$ cat src/rtl/frb_trig_pkg.sv
// Shared definitions for the FRB trigger path: default widths and serializer FSM states.
package frb_trig_pkg;

    localparam int unsigned DEF_DIN_WIDTH = 32;
    localparam int unsigned DEF_TS_WIDTH  = 32;
    localparam int unsigned DEF_CNT_WIDTH = 16;

    typedef enum logic {
        ST_IDLE = 1'b0,
        ST_SCAN = 1'b1
    } state_e;

endpackage

$ cat src/rtl/priority_encoder.sv
// Binary index of the lowest set bit of din; 0 when din is zero.
module priority_encoder #(
    parameter int unsigned DIN_WIDTH  = 32,
    parameter int unsigned DOUT_WIDTH = $clog2(DIN_WIDTH)
) (
    input  logic [DIN_WIDTH-1:0]  din,
    output logic [DOUT_WIDTH-1:0] dout
);

    always_comb begin
        dout = '0;
        // Scan downward so the lowest set bit is the last assignment and wins.
        for (int i = DIN_WIDTH - 1; i >= 0; i--) begin
            if (din[i]) begin
                dout = DOUT_WIDTH'(i);
            end
        end
    end

endmodule

$ cat src/rtl/hit_mask_serializer.sv
// Captures a threshold-hit mask with its timestamp and emits one valid/ready beat per set bit,
// lowest index first, counting masks that arrive while a scan cannot accept them.
module hit_mask_serializer
    import frb_trig_pkg::*;
#(
    parameter int unsigned DIN_WIDTH  = DEF_DIN_WIDTH,
    parameter int unsigned DOUT_WIDTH = $clog2(DIN_WIDTH),
    parameter int unsigned TS_WIDTH   = DEF_TS_WIDTH,
    parameter int unsigned CNT_WIDTH  = DEF_CNT_WIDTH
) (
    input  logic                  clk,
    input  logic                  rst,
    input  logic [DIN_WIDTH-1:0]  hit_mask,
    input  logic [TS_WIDTH-1:0]   hit_ts,
    input  logic                  hit_valid,
    output logic                  hit_ready,
    output logic [DIN_WIDTH-1:0]  dout_onehot,
    output logic [DOUT_WIDTH-1:0] dout_index,
    output logic [TS_WIDTH-1:0]   dout_ts,
    output logic                  dout_last,
    output logic                  dout_valid,
    input  logic                  dout_ready,
    output logic [CNT_WIDTH-1:0]  drop_cnt
);

    localparam logic [DIN_WIDTH-1:0] MASK_ONE = DIN_WIDTH'(1);
    localparam logic [CNT_WIDTH-1:0] CNT_ONE  = CNT_WIDTH'(1);

    state_e               state_q, state_d;
    logic [DIN_WIDTH-1:0] mask_q, mask_d;
    logic [TS_WIDTH-1:0]  ts_q, ts_d;
    logic [CNT_WIDTH-1:0] drop_q, drop_d;

    logic                 scan;
    logic [DIN_WIDTH-1:0] lowest;
    logic [DIN_WIDTH-1:0] rest;
    logic                 handshake;
    logic                 mask_nz;
    logic                 capture;
    logic                 drop;

    // Carry/borrow out of the DIN_WIDTH-wide arithmetic is intentionally discarded.
    assign scan   = (state_q == ST_SCAN);
    assign lowest = mask_q & (~mask_q + MASK_ONE);
    assign rest   = mask_q & (mask_q - MASK_ONE);

    assign dout_valid  = scan;
    assign dout_onehot = scan ? lowest : '0;
    assign dout_last   = scan && (rest == '0);
    assign dout_ts     = ts_q;
    assign drop_cnt    = drop_q;

    assign handshake = scan && dout_ready;
    assign hit_ready = !scan || (handshake && dout_last);
    assign mask_nz   = |hit_mask;
    assign capture   = hit_valid && mask_nz && hit_ready;
    assign drop      = hit_valid && mask_nz && !hit_ready;

    // Valid only because dout_onehot is strictly one-hot or zero.
    priority_encoder #(
        .DIN_WIDTH  (DIN_WIDTH),
        .DOUT_WIDTH (DOUT_WIDTH)
    ) u_penc (
        .din  (dout_onehot),
        .dout (dout_index)
    );

    always_comb begin
        state_d = state_q;
        mask_d  = mask_q;
        ts_d    = ts_q;
        drop_d  = drop_q;

        if (handshake) begin
            mask_d = rest;
            if (dout_last) begin
                state_d = ST_IDLE;
            end
        end

        // A capture on the last-beat handshake overrides the return to idle.
        if (capture) begin
            mask_d  = hit_mask;
            ts_d    = hit_ts;
            state_d = ST_SCAN;
        end

        if (drop && (drop_q != '1)) begin
            drop_d = drop_q + CNT_ONE;
        end
    end

    always_ff @(posedge clk) begin
        if (rst) begin
            state_q <= ST_IDLE;
            mask_q  <= '0;
            ts_q    <= '0;
            drop_q  <= '0;
        end else begin
            state_q <= state_d;
            mask_q  <= mask_d;
            ts_q    <= ts_d;
            drop_q  <= drop_d;
        end
    end

endmodule

$ cat config.mk
export PLATFORM = sky130hd
export DESIGN_NAME = hit_mask_serializer
export DESIGN_NICKNAME = d
export VERILOG_FILES = /design/src/rtl/frb_trig_pkg.sv /design/src/rtl/priority_encoder.sv /design/src/rtl/hit_mask_serializer.sv
export SDC_FILE = /design/constraint.sdc
export NUM_CORES = 1
export LEC_CHECK = 0
export CAP_MARGIN = 20
export CELL_PAD_IN_SITES_DETAIL_PLACEMENT = 0
export CELL_PAD_IN_SITES_GLOBAL_PLACEMENT = 2
export CORE_ASPECT_RATIO = 1.25
export CORE_MARGIN = 2
export CORE_UTILIZATION = 25
export CTS_CLUSTER_SIZE = 28
export DETAILED_ROUTE_END_ITERATION = 16
export GPL_TIMING_DRIVEN = 0
export PLACE_DENSITY_LB_ADDON = 0.3
export SETUP_SLACK_MARGIN = 0.4
export SYNTH_ARGS = -nofsm -noshare
export SYNTH_HDL_FRONTEND = slang
export SYNTH_HIERARCHICAL = 1
export SYNTH_SLANG_ARGS = --single-unit
$ cat constraint.sdc
create_clock -name clk -period 3.5 [get_ports clk]
set_input_delay 0.7 -clock clk [delete_from_list [all_inputs] [get_ports clk]]
set_output_delay 0.7 -clock clk [all_outputs]
set_load 0.03 [all_outputs]
==> impl_metrics.json <==
{
  "outcome": "finished, violations left",
  "violations": "setup timing",
  "wl_met2_mm": 9.96,
  "htree_num_levels": 3,
  "fmax_mhz": 270,
  "setup_viol": 7,
  "timing.critical_path.from": "mask_q[7]",
  "finalHoldViolCount": 0,
  "syn_nets": 666,
  "cts.reportedPaths.clkPinSlew_ps": 60,
  "fillers": 1807,
  "post_drt_wl_per_cell_um": 18.0,
  "vdd_drop_max_mv": 0.239,
  "multi_input_area_um2": 3580,
  "core_um2": 18700,
  "ys.flop_type": "dfxtp_1",
  "final_area_um2": 8720,
  "synthArstFlopShare_pct": 0,
  "worstPathRequired_ps": 2800,
  "synth_seq_cells": 81,
  "tritoncts": "done",
  "leakagePower_nw": 3.48,
  "nets": 922,
  "grt_pass1_wl_mm": 30.4,
  "track_usage_pct": 19.1,
  "first_iter_violations": 195,
  "die_h_um": 158,
  "synth_enable_flop_cells": 0,
  "r2r_slack_ps": 70,
  "critical_path_class": "flip-flop to output pin",
  "clockRootBuffer": "clkbuf_16",
  "port_buffers": 155,
  "antenna_found_initial": 0,
  "synth_area_um2": 4750,
  "synthAdderAreaFrac_pct": 0.474,
  "drt_first_pass_iters": 4,
  "start_util_pct": 25.4,
  "hp-class": "flip-flop to flip-flop",
  "crit_path_start_kind": "flip-flop",
  "numClockSinks": 81,
  "cts_buffers": 9,
  "cap_violations": 0,
  "drc": 0,
  "finalMaxSlewViolations": 0,
  "worst_clock_skew_ps": 7.75,
  "pwr_density_cell_nw_per_um2": 370,
  "setup_slack_ps": -197,
  "rr_startpoint": "mask_q[7]",
  "worst_pin_slew_ps": 727,
  "grt.overflow.total": 0,
  "r2r-end": "dout_ts[20]",
  "synth-simple-area-share_pct": 33.0,
  "muxShareOfSynthArea_pct": 8.96,
  "reg2reg_depth": 18,
  "wl_met1_mm": 7.98,
  "finalCritPeriodShare_pct": 106,
  "fin_cells": 1090,
  "ys_seq_area_share_pct": 34.2,
  "first_global_vias": 5731,
  "synthCells": 597,
  "area_growth_syn_to_layout_pct": 83.6,
  "rows": 56,
  "io_pins": 156,
  "regArea_um2": 1660,
  "ys_types": 73,
  "place_area_um2": 6780,
  "slew_headroom_pct": 51.5,
  "vias": 5636,
  "gp_congestion": 0.819,
  "period_needed_ps": 3700,
  "dp_hpwl_mm": 14.0,
  "synth_compound_area_share_pct": 17.5,
  "clock_latency_ps": 340,
  "synthXorXnorAreaFrac_pct": 0.554,
  "top_layer_used": "met4",
  "synth_area_per_cell_um2": 7.95,
  "dp.cells": 985,
  "synth_warnings": 6,
  "via_per_inst": 5.17,
  "cp_max_fo": 4,
  "drive_gt1_share_pct": 34.4,
  "endpoint_kind": "output pin",
  "cp-endpoint": "dout_index[1]",
  "die_width_um": 127,
  "clk_path_buf_depth": 2,
  "die-area_um2": 20100,
  "grt_max_degree": 14,
  "num_antenna_cells": 0,
  "rsz0062_at_grt": "true",
  "worstPathArrival_ps": 3000,
  "synth_top_family_by_area": "simple AND/OR/NAND/NOR gates",
  "route.met3.wl_mm": 1.17,
  "ant_nets": 0,
  "wirelength_mm": 19.6
}
-- final cells by class --
type | instances | share of cell area (%)
Sequential cell | 81 | 19.0
Buffer | 33 | 3.88
Inverter | 17 | 0.775
Clock buffer | 11 | 2.90
Clock inverter | 5 | 0.890
Tap cell | 232 | 3.33
Multi-Input combinational cell | 466 | 41.1
Timing Repair Buffer | 245 | 28.1
-- worst min-delay path by stage --
stage | from | end | slack [ps] | cells after the start
after CTS | dout_ts[8] | dout_ts[8] | 510 | 2
after global placement | dout_ts[26] | dout_ts[26] | 470 | 2
after global routing | dout_ts[8] | dout_ts[8] | 530 | 2
final | dout_ts[8] | dout_ts[8] | 500 | 2
after floorplan | mask_q[30] | mask_q[30] | 480 | 2
after detailed placement | dout_ts[21] | dout_ts[21] | 480 | 2
-- cells in the mapped netlist (all sizes together), types with 3 or more instances --
library cell | count | area (um2)
o211ai | 11 | 82.6
nand2 | 56 | 210
inv | 17 | 63.8
o21a | 3 | 22.5
or4 | 6 | 48.8
mux2 | 4 | 45.0
and2 | 9 | 56.3
mux2i | 38 | 380
a31o | 4 | 35.0
or3 | 3 | 18.8
a2111oi | 6 | 72.6
nor3 | 23 | 126
clkbuf | 19 | 72.6
or2 | 3 | 18.8
nand4 | 15 | 93.8
nor2 | 90 | 338
o21ai | 11 | 55.1
o31ai | 5 | 37.5
and4 | 3 | 26.3
xnor2 | 3 | 26.3
dfxtp | 81 | 1620
nand2b | 4 | 25.0
a21oi | 47 | 239
nor4 | 28 | 218
a21o | 4 | 30.0
nand3 | 24 | 120
a211oi | 4 | 30.0
nor2b | 5 | 31.3
o311ai | 4 | 35.0
buf | 14 | 116
and3b | 3 | 26.3
and3 | 21 | 131
-- through the flow --
stage | power [mW] | util (%) | setup slack, ps | hold WS [ps] | setup TNS [ps]
2_1_floorplan | 1.53 | - | 81.0 | 481 | 0
3_3_place_gp | 1.82 | 36.2 | -798 | 474 | -23370
3_5_place_dp | 1.83 | 36.2 | -804 | 482 | -26190
4_1_cts | 3.17 | 44.6 | -258 | 507 | -1090
5_1_grt | 3.38 | 46.6 | -340 | 535 | -2690
6_report | 3.23 | 46.6 | -197 | 498 | -1130
-- sequential cells by signal (all words and copies together), names as in the netlist --
register	flops
dout_ts	32
mask_q	32
drop_cnt	16
dout_valid	1
-- layout by cell type, fill, tap and decap left out, drive strengths merged, types with 6 or more instances in the layout --
cell / count
o21ai: 11
and2: 9
or4: 6
clkbuf: 39
nor4: 28
nand2: 56
nor2: 90
dlygate4sd2: 7
o211ai: 11
nand4: 15
buf: 120
and3: 21
dfxtp: 81
a2111oi: 6
a21oi: 47
nor3: 23
clkdlybuf4s50: 120
inv: 16
mux2i: 38
nand3: 24
-- per-layer routing --
metal,up-vias,GRT usage (%)
met1,2704,22.1
met2,183,34.6
met4,0,6.44
li1,2723,-
met3,26,4.36
met5,-,0
-- power breakdown --
group | total [mW] | internal, mW | switching [mW]
sequential | 1.04 | 0.976 | 0.0632
clock | 1.04 | 0.661 | 0.377
combinational | 1.15 | 0.573 | 0.576
-- critical path, cell delays in order, from the launching register on --
cell and delay, ps:
dfxtp_2 320, buf_6 110, nor4_4 280, nand4_1 160, buf_6 160, buf_8 110
or2_4 250, nor3_4 170, buf_4 130, buf_6 80, buf_6 100, o31ai_2 80
a211oi_2 270, o31ai_2 100, a21o_1 210, buf_6 140
-- kinds of logic after synthesis --
kind of cell | after synthesis
DFF | 81
AOI/OAI and AO/OA | 119
muxes | 42
and+or+nand+nor | 300
buffers and inverters | 50
adders and majority gates | 2
xor gates and xnor gates | 3
-- timing repair --
item | 4_1_cts | 5_1_grt
gates cloned | 7 | 0
endpoints found under the setup margin | 114 | 110
pin swaps | 47 | 26
hold buffers | 0 | 0
buffers inserted | 65 | 17
resized for setup | 259 | 104
Note: power is estimated with default switching activity, not from simulation.
